### src/rtl/huff_pkg.sv
// Shared definitions for the Huffman encoder front end: symbol/count widths,
// the count/emit state type and the node word packing used by every stage.
package huff_pkg;

  localparam int SYM_W  = 3;
  localparam int CNT_W  = 5;
  localparam int NODE_W = CNT_W + SYM_W;

  typedef enum logic {
    COUNT = 1'b0,
    EMIT  = 1'b1
  } state_t;

  // Count sits in the high bits so a plain compare of node words orders by weight.
  function automatic logic [NODE_W-1:0] pack_node(
    input logic [CNT_W-1:0] count,
    input logic [SYM_W-1:0] symbol
  );
    return {count, symbol};
  endfunction

endpackage

### src/rtl/freq_count.sv
// Symbol histogram builder: counts one symbol per cycle until the block's last
// symbol, then streams the histogram out as {count, symbol} leaf pairs.
module freq_count #(
  parameter int SYM_W = huff_pkg::SYM_W,
  parameter int CNT_W = huff_pkg::CNT_W
) (
  input  logic                   CLK,
  input  logic                   nRST,
  input  logic [SYM_W-1:0]       sym_in,
  input  logic                   sym_valid,
  input  logic                   sym_last,
  output logic                   sym_ready,
  output logic [CNT_W+SYM_W-1:0] node1,
  output logic [CNT_W+SYM_W-1:0] node2,
  output logic                   node_valid,
  input  logic                   node_ready,
  output logic                   done
);

  import huff_pkg::*;

  localparam int NUM_SYM  = 1 << SYM_W;
  localparam int NUM_PAIR = NUM_SYM / 2;
  localparam int PAIR_W   = (SYM_W > 1) ? SYM_W - 1 : 1;
  localparam logic [PAIR_W-1:0] LAST_K  = PAIR_W'(NUM_PAIR - 1);
  localparam logic [CNT_W-1:0]  CNT_MAX = {CNT_W{1'b1}};

  function automatic logic [CNT_W+SYM_W-1:0] leaf(
    input logic [CNT_W-1:0] count,
    input logic [SYM_W-1:0] symbol
  );
    return {count, symbol};
  endfunction

  state_t            state;
  logic [PAIR_W-1:0] k;
  logic [CNT_W-1:0]  cnt     [NUM_SYM];
  logic [CNT_W-1:0]  cnt_inc [NUM_SYM];
  logic [SYM_W-1:0]  even_nxt;
  logic [SYM_W-1:0]  odd_nxt;

  // Histogram as it would look after counting this cycle's symbol; lets the
  // first pair be loaded on the same edge as the final increment.
  always_comb begin
    for (int i = 0; i < NUM_SYM; i++) begin
      cnt_inc[i] = cnt[i];
      if (sym_valid && (sym_in == SYM_W'(i)) && (cnt[i] != CNT_MAX))
        cnt_inc[i] = cnt[i] + 1'b1;
    end
  end

  always_comb begin
    even_nxt = SYM_W'(2 * (int'(k) + 1));
    odd_nxt  = even_nxt + SYM_W'(1);
  end

  always_ff @(posedge CLK) begin
    if (!nRST) begin
      state      <= COUNT;
      k          <= '0;
      sym_ready  <= 1'b1;
      node1      <= '0;
      node2      <= '0;
      node_valid <= 1'b0;
      done       <= 1'b0;
      for (int i = 0; i < NUM_SYM; i++)
        cnt[i] <= '0;
    end else begin
      done <= 1'b0;
      case (state)
        COUNT: begin
          if (sym_valid) begin
            for (int i = 0; i < NUM_SYM; i++)
              cnt[i] <= cnt_inc[i];
            if (sym_last) begin
              state      <= EMIT;
              k          <= '0;
              sym_ready  <= 1'b0;
              node1      <= leaf(cnt_inc[0], SYM_W'(0));
              node2      <= leaf(cnt_inc[1], SYM_W'(1));
              node_valid <= 1'b1;
            end
          end
        end
        EMIT: begin
          if (node_valid && node_ready) begin
            if (k == LAST_K) begin
              // Clearing here means the next block starts from an empty histogram.
              state      <= COUNT;
              sym_ready  <= 1'b1;
              node_valid <= 1'b0;
              done       <= 1'b1;
              for (int i = 0; i < NUM_SYM; i++)
                cnt[i] <= '0;
            end else begin
              k     <= k + 1'b1;
              node1 <= leaf(cnt[even_nxt], even_nxt);
              node2 <= leaf(cnt[odd_nxt], odd_nxt);
            end
          end
        end
        default: state <= COUNT;
      endcase
    end
  end

endmodule

### config.mk
export PLATFORM = sky130hd
export DESIGN_NAME = freq_count
export DESIGN_NICKNAME = d
export VERILOG_FILES = /design/src/rtl/huff_pkg.sv /design/src/rtl/freq_count.sv
export SDC_FILE = /design/constraint.sdc
export NUM_CORES = 1
export LEC_CHECK = 0
export BUFFER_PORTS_ARGS = -buffer_cell sky130_fd_sc_hd__clkbuf_2
export CAP_MARGIN = 20
export CORE_MARGIN = 2
export CORE_UTILIZATION = 60
export CTS_CLUSTER_SIZE = 24
export DETAILED_ROUTE_END_ITERATION = 10
export GPL_ROUTABILITY_DRIVEN = 1
export GPL_TIMING_DRIVEN = 1
export PLACE_DENSITY = 0.79
export SETUP_SLACK_MARGIN = 0.1
export SLEW_MARGIN = 20
export SYNTH_ARGS = -nofsm -noshare
export SYNTH_HDL_FRONTEND = slang
export SYNTH_SLANG_ARGS = --single-unit
### constraint.sdc
create_clock -name CLK -period 3.3 [get_ports CLK]
set_clock_uncertainty 0.1 [all_clocks]
set_input_delay 0.99 -clock CLK [delete_from_list [all_inputs] [get_ports CLK]]
set_output_delay 0.99 -clock CLK [all_outputs]
set_load 0.03 [all_outputs]
# Word-level counts from Yosys, hierarchy flattened
# Memories as Yosys holds them, arrays and structs flattened.
# Index checks and enable logic that the tools add are counted.
# word_totals
reg_bits,22
ramBits,40
inputBits,8
wordCells,141
mem_count,1
# mem_list
memory,depth,word_bits,read_ports,rd_ports_with_merged_regs,wr,line,rtl
cnt,8,5,10,0,8,freq_count.sv:37,logic [CNT_W-1:0] cnt [NUM_SYM];
# classes
add_sub_neg,11
eq_ne,21
muxes,64
bitwise_logic,17
reduce_logical,20
# ops
operator,count
$mux 5,24
$mux 8,8
$add 5x1->5 const B,8
$ne 5x5->1 const B,8
$pmux 8 s2,2
$mux 1,22
$logic_and 1x1->1,17
$or 1x1->1,16
$eq 3x3->1 const B,4
$mux 2,4
$reduce_and 4->1,2
$eq 3x2->1 const B,2
$ne 2x2->1 const B,3
$pmux 1 s2,3
$add 2x1->2 const B,2
$ne 2x1->1 const B,2
$pmux 2 s2,1
$add 3x1->3 const B,1
$eq 3x1->1 const B,1
$logic_not 3->1,1
$eq 2x2->1 const B,1
$not 1->1,1

# Longest topological paths before layout
# Gate-level depths: netlist of run 1.
# depth
depth_word,7
depth_mapped,7

# Worst setup path after synthesis of run 1
# Ideal clock, no wire load.
# synth_path
path_kind,input port to flip-flop
from,input port sym_valid
to,memory cnt[0][1] (data pin)
arrival_time_ns,1.880
slack_ns,1.054
stages,5
cell_sequence,buf_2 nor3b_2 nand2_1 mux2i_1 nor2_1
# synth_lines
item,line,rtl
from (decl),freq_count.sv:10,"input logic sym_valid,"
to (decl),freq_count.sv:37,

==> flow_summary_export.csv, run 1 <==
group,metric,value,unit
run_status,status,"complete, no violations",
place,place_inst,354,
route,drc,0,
logic_synthesis,seq_area_frac_synth,45.3,%
power_and_ir_drop,comb_power_share,9.9,%
die,initial_core_util,62.3,%
global_routing,grt_max_degree,23,
power_and_ir_drop,clock_power_share,38.6,%
layout,final_cells,370,
power_and_ir_drop,p_int,1.16,mW
power_and_ir_drop,swShare,25.1,%
critical_path,start_kind,"primary input",
route,routed_wl,6270,um
power_and_ir_drop,p_total,1.54,mW
sta,final_max_slew_viol_count,0,
clocking,cts_sinks,57,
worst_hold_path,hold_class,"flip-flop to flip-flop",
route,dr.pass1.iters,4,
route,drt-initial-drc-count,144,
layout,antennaDiodeCount,0,
clocking,cts_tree,"yes",
route,viasPerCell,5.90,
logic_synthesis,syn_avg_cell_area,10.9,um^2
logic_synthesis,synth_cells,272,
critical_path,critPathCaptureType,"flip-flop",
clocking,path_clk_slew,0.06,ns
critical_path,crit_path_top_delay_cell,"nor3_2",
route,antenna_left,0,
logic_synthesis,synth_edf_count,20,
logic_synthesis,netlist_top_cells_count,"nor2_1 (38), dfxtp_1 (37), edfxtp_1 (20)",
die,core_area,0.00475,mm^2
sta,setup_viol,0,
sta,max_freq,414,MHz
route,vias,2182,
power_and_ir_drop,ir_worst_vdd,0.000278,V
critical_path,critPathKind,"primary input to flip-flop",
logic_synthesis,ys.flop_type,"dfxtp_1",
clocking,cts-root-buf,"clkbuf_8",
global_routing,grt_pass1_wl,10100,um
critical_path,crit_buf_inv,2,
die,row_count,25,
sta,timing.final.ws_setup,0.887,ns
sta,whs,0.353,ns
layout,syn2layout_area_growth,11.7,%
global_routing,grt_pass1_vias,2076,
global_routing,antenna_found_initial,0,
logic_synthesis,synth.top_cell.area_share,25.0,%
place,gp_congestion,0.871,
route,wire_per_inst,17.0,um
global_routing,track_usage,25.2,%
sta,finalCritPeriodShare,73.1,%
power_and_ir_drop,power.switching,0.387,mW
sta,grt_setup_unrepaired,"false",
critical_path,worstPathCellList,"clkbuf_2, inv_1, nor3_2, a32oi_1, o21ai_1",
global_routing,grt_overflow,0,
clocking,clock_latency,0.34,ns
place,dp_slack,0.527,ns
die,dieWidth,74.3,um
run,drv_cap,0,
critical_path,cp.arrival,2.57,ns
layout,drive_above_1_share,19.1,%
logic_synthesis,syn-cell-area,0.00296,mm^2
critical_path,critPathRequiredTime,3.46,ns
logic_synthesis,ys_ff_latch,57,
sta,fin_crit,2.41,ns
sta,fin_setup_tns,0,ns
die,dieArea,0.00552,mm^2
logic_synthesis,synth_area_leader_cell,"dfxtp_1",
logic_synthesis,syn_nets,297,
sta,worstMarginPinSlew,0.695,ns
die,io_pins,27,
clocking,numCtsBuffers,9,
clocking,cts_resized,0,
critical_path,regToRegSetupSlack,1.17,ns
power_and_ir_drop,power.leakage,1.41,nW
logic_synthesis,yosysWarnings,0,
power_and_ir_drop,power_density,466,mW/mm^2
clocking,cts_setup_buffers,0,
logic_synthesis,yosysUniqueCellTypes,42,
clocking,cts_max_level,3,
critical_path,critical-path-top-delay-family,"buffers and inverters",
logic_synthesis,synth.area.top_cells,"dfxtp_1 (25%), edfxtp_1 (20%), mux4_2 (7.6%), ha_1 (7.2%), nor2_1 (4.8%)",
sta,hold_violations,0,
place,portBuffers,25,
clocking,cts_hold_buffers,0,
die,die_y,74.3,um
critical_path,crit_path_max_incr_delay,0.63,ns
logic_synthesis,synth.most_common_cell,"nor2_1",
sta,max_slew_margin,53.4,%
layout,fin_nets,323,
logic_synthesis,async_flop_share,0,%
critical_path,critPathMaxFanout,22,
power_and_ir_drop,pwr-share-seq,51.5,%
clocking,clockBufferDepth,2,
place,hpwl,4640,um
-- final cells by class --
| type | count | area (um^2) |
|---|---|---|
| Sequential cell | 57 | 1340 |
| Multi-Input combinational cell | 198 | 1540 |
| Inverter | 3 | 11.3 |
| Tap cell | 67 | 83.8 |
| Timing Repair Buffer | 29 | 155 |
| Fill cell | 386 | 1450 |
| Clock buffer | 16 | 180 |
-- routing by layer --
layer  vias to the layer above  GRT usage [%]  share of wire, %
li1                       1068              -                 -
met4                         0           12.3               1.1
met2                        67           37.7                46
met5                         -              0                 0
met3                         7           4.88               7.3
met1                      1040           35.2                46
-- state kept, by name (all words and copies together), names as in the netlist --
signal,flops
sym_ready,1
state,1
done,1
node_valid,1
cnt,40
node2,8
node1,5
-- path summary, 6_finish.rpt --
path,startpoint,end,cells after the start
hold / removal,sym_ready$_SDFFE_PN1P_,sym_ready$_SDFFE_PN1P_,1
setup reg to reg,cnt[3][0]$_SDFFCE_PP0P_,cnt[3][2]$_SDFFCE_PP0P_,5
hold reg to reg,sym_ready$_SDFFE_PN1P_,sym_ready$_SDFFE_PN1P_,1
setup / recovery,nRST,node1[5]$_SDFFE_PN0P_,5
-- logic make-up after synthesis --
family	count (synthesis)	share of synthesized area, %
adders and majority gates	17	7.18
muxes	20	11.0
and+or+nand+nor	103	19.0
AOI/OAI and AO/OA	39	9.29
DFF	57	45.3
xor gates and xnor gates	18	5.32
buffers and inverters	17	2.83
other	1	0.127
-- power by group through the flow --
| stage | clock (mW) | combinational [mW] | sequential (mW) |
|---|---|---|---|
| 2_1_floorplan | 0 | 0.0992 | 0.813 |
| 3_3_place_gp | 0 | 0.147 | 0.808 |
| 3_5_place_dp | 0 | 0.152 | 0.810 |
| 4_1_cts | 0.604 | 0.152 | 0.794 |
| 5_1_grt | 0.639 | 0.168 | 0.799 |
| 6_report | 0.595 | 0.153 | 0.795 |
-- cells in the final DEF, fill, tap and decap left out, types with 3 or more instances in the layout --
cell	n
nor2_1	38
dfxtp_1	37
clkbuf_2	25
edfxtp_1	20
nand3_1	19
ha_1	17
xor2_1	14
nand2_1	12
clkbuf_8	12
and3_1	11
mux4_2	10
a32oi_1	10
mux2i_1	10
o21ai_1	8
a21oi_1	7
and2_1	5
xnor2_1	4
clkbuf_1	4
buf_4	4
inv_1	3
a21o_1	3
o2111ai_1	3
-- per-stage QoR --
step,util (%),cell area [um^2]
finish,69.6,3310
global route,69.6,3310
CTS,69.6,3310
floorplan,-,2960
detailed placement,65.8,3130
global placement,65.8,3130
(Power assumes the default switching activity.)
==> inputs of run 2 (changes only) <==
--- a/config.mk
+++ b/config.mk
@@ -8,12 +8,12 @@
 export BUFFER_PORTS_ARGS = -buffer_cell sky130_fd_sc_hd__clkbuf_2
 export CAP_MARGIN = 20
 export CORE_MARGIN = 2
-export CORE_UTILIZATION = 60
+export CORE_UTILIZATION = 53
 export CTS_CLUSTER_SIZE = 24
 export DETAILED_ROUTE_END_ITERATION = 10
 export GPL_ROUTABILITY_DRIVEN = 1
 export GPL_TIMING_DRIVEN = 1
-export PLACE_DENSITY = 0.79
+export PLACE_DENSITY = 0.74
 export SETUP_SLACK_MARGIN = 0.1
 export SLEW_MARGIN = 20
 export SYNTH_ARGS = -nofsm -noshare
==> constraint.sdc (replaced) <==
create_clock -name CLK -period 2.2 [get_ports CLK]
set_clock_uncertainty 0.1 [all_clocks]
set_input_delay 0.66 -clock CLK [delete_from_list [all_inputs] [get_ports CLK]]
set_output_delay 0.66 -clock CLK [all_outputs]
set_load 0.03 [all_outputs]
==> flow_summary_export.csv, run 2 (synthesis gave the netlist of run 1 again) <==
group,metric,value,unit
layout,multi_input_area,0.00157,mm^2
sta,max_freq,487,MHz
route,viasPerCell,5.83,
place,place_inst,369,
sta,worstMarginPinSlew,0.537,ns
place,gp_congestion,0.847,
layout,finalInstanceArea,0.00346,mm^2
layout,top_regs,"cnt x40, node2 x8, node1 x5",
die,dieArea,0.00620,mm^2
clocking,clock_latency,0.34,ns
global_routing,track_usage,23.3,%
layout,drive_above_1_share,26.2,%
sta,final_max_slew_viol_count,0,
layout,fillers,448,
route,vias,2245,
layout,fin_nets,333,
clocking,numCtsBuffers,9,
critical_path,critPathMaxFanout,5,
global_routing,antenna_found_initial,0,
layout,largest_reg_flops,40,
layout,top_register,"cnt",
route,dr.pass1.iters,4,
clocking,cts_sinks,57,
global_routing,grt_pass1_vias,2185,
layout,syn2layout_area_growth,16.9,%
sta,finalCritPeriodShare,93.3,%
global_routing,grt_pass1_wl,10800,um
clocking,cts-root-buf,"clkbuf_8",
layout,final_cell_mix,"nor2_1 (37), dfxtp_1 (37), clkbuf_2 (25), edfxtp_1 (20), nand3_1 (19)",
critical_path,start_kind,"flip-flop",
place,hpwl,4640,um
die,row_count,27,
clocking,clockBufferDepth,2,
sta,grt_setup_unrepaired,"false",
place,placed_cell_area,0.00321,mm^2
critical_path,cp.arrival,1.99,ns
route,drt-initial-drc-count,178,
die,initial_core_util,54.5,%
global_routing,grt_overflow,0,
sta,fin_setup_tns,0,ns
sta,setup_viol,0,
worst_hold_path,hold_class,"flip-flop to flip-flop",
die,io_pins,27,
power_and_ir_drop,power.leakage,1.48,nW
clocking,cts_tree,"yes",
run,drv_cap,0,
sta,hold_violations,0,
run_status,status,"complete, no violations",
route,routed_wl,6610,um
critical_path,critPathKind,"flip-flop to flip-flop",
critical_path,critPathCaptureType,"flip-flop",
place,portBuffers,25,
route,drc,0,
layout,antennaDiodeCount,0,
sta,fin_crit,2.05,ns
die,die_y,78.8,um
route,wire_per_inst,17.2,um
power_and_ir_drop,power_density,714,mW/mm^2
clocking,cts_max_level,3,
clocking,path_clk_slew,0.07,ns
die,dieWidth,78.8,um
layout,seqCellArea,0.00134,mm^2
global_routing,grt_max_degree,21,
critical_path,critPathRequiredTime,2.14,ns
layout,final_cells,385,
clocking,cts_hold_buffers,0,
die,core_area,0.00544,mm^2
route,antenna_left,0,
power_and_ir_drop,ir_worst_vdd,0.000585,V
sta,max_slew_margin,64.2,%
run 2: critical path, cell delays in order, from the launching register on:
cell and delay (ns):
edfxtp_1 0.44, ha_1 0.26, and3_1 0.19, ha_1 0.22
nor4b_2 0.28, o21a_2 0.26
run 2: stage by stage:
| step | power [mW] | utilization, % | hold WS (ns) | setup slack, ns |
|---|---|---|---|---|
| global placement | 1.45 | 59.0 | 0.341 | 0.0872 |
| global route | 2.57 | 63.7 | 0.392 | 0.0500 |
| floorplan | 1.37 | - | 0.350 | 0.108 |
| CTS | 2.48 | 63.0 | 0.362 | 0.113 |
| detailed placement | 1.45 | 59.0 | 0.347 | 0.0402 |
| finish | 2.47 | 63.7 | 0.362 | 0.148 |
run 2: area by class of cell:
class | instances | area share (%)
clock inverter | 3 | 0.469
multi-input combinational | 198 | 45.4
sequential | 57 | 38.7
timing repair buffer | 39 | 6.65
clock buffer | 13 | 5.81
tap | 72 | 2.60
inverter | 3 | 0.325
run 2: metal layers:
layer / global-route usage [%] / share of wire, % / vias to the layer above
met2: 35.1 / 47 / 61
met3: 5.68 / 6.2 / 8
met5: 0 / 0 / -
met4: 7.54 / 1.4 / 0
met1: 33.1 / 45 / 1095
li1: - / - / 1081
run 2: worst paths after layout:
check,endpoint,depth (start not counted),slack [ns],start
setup / recovery,cnt[3][3]$_SDFFCE_PP0P_,5,0.15,cnt[3][0]$_SDFFCE_PP0P_
setup reg to reg,cnt[3][3]$_SDFFCE_PP0P_,5,0.15,cnt[3][0]$_SDFFCE_PP0P_
hold reg to reg,sym_ready$_SDFFE_PN1P_,1,0.36,sym_ready$_SDFFE_PN1P_
hold / removal,sym_ready$_SDFFE_PN1P_,1,0.36,sym_ready$_SDFFE_PN1P_
run 2: report_power, final:
group / switching, mW / internal [mW] / leakage (nW)
clock network: 0.423 / 0.604 / 0.116
logic: 0.155 / 0.102 / 0.854
registers: 0.0425 / 1.15 / 0.514
run 2: repair_timing:
item	in CTS	in global routing
endpoints found under the hold margin	0	0
gates resized for setup	0	10
setup buffers	0	0
setup endpoints to repair	0	19
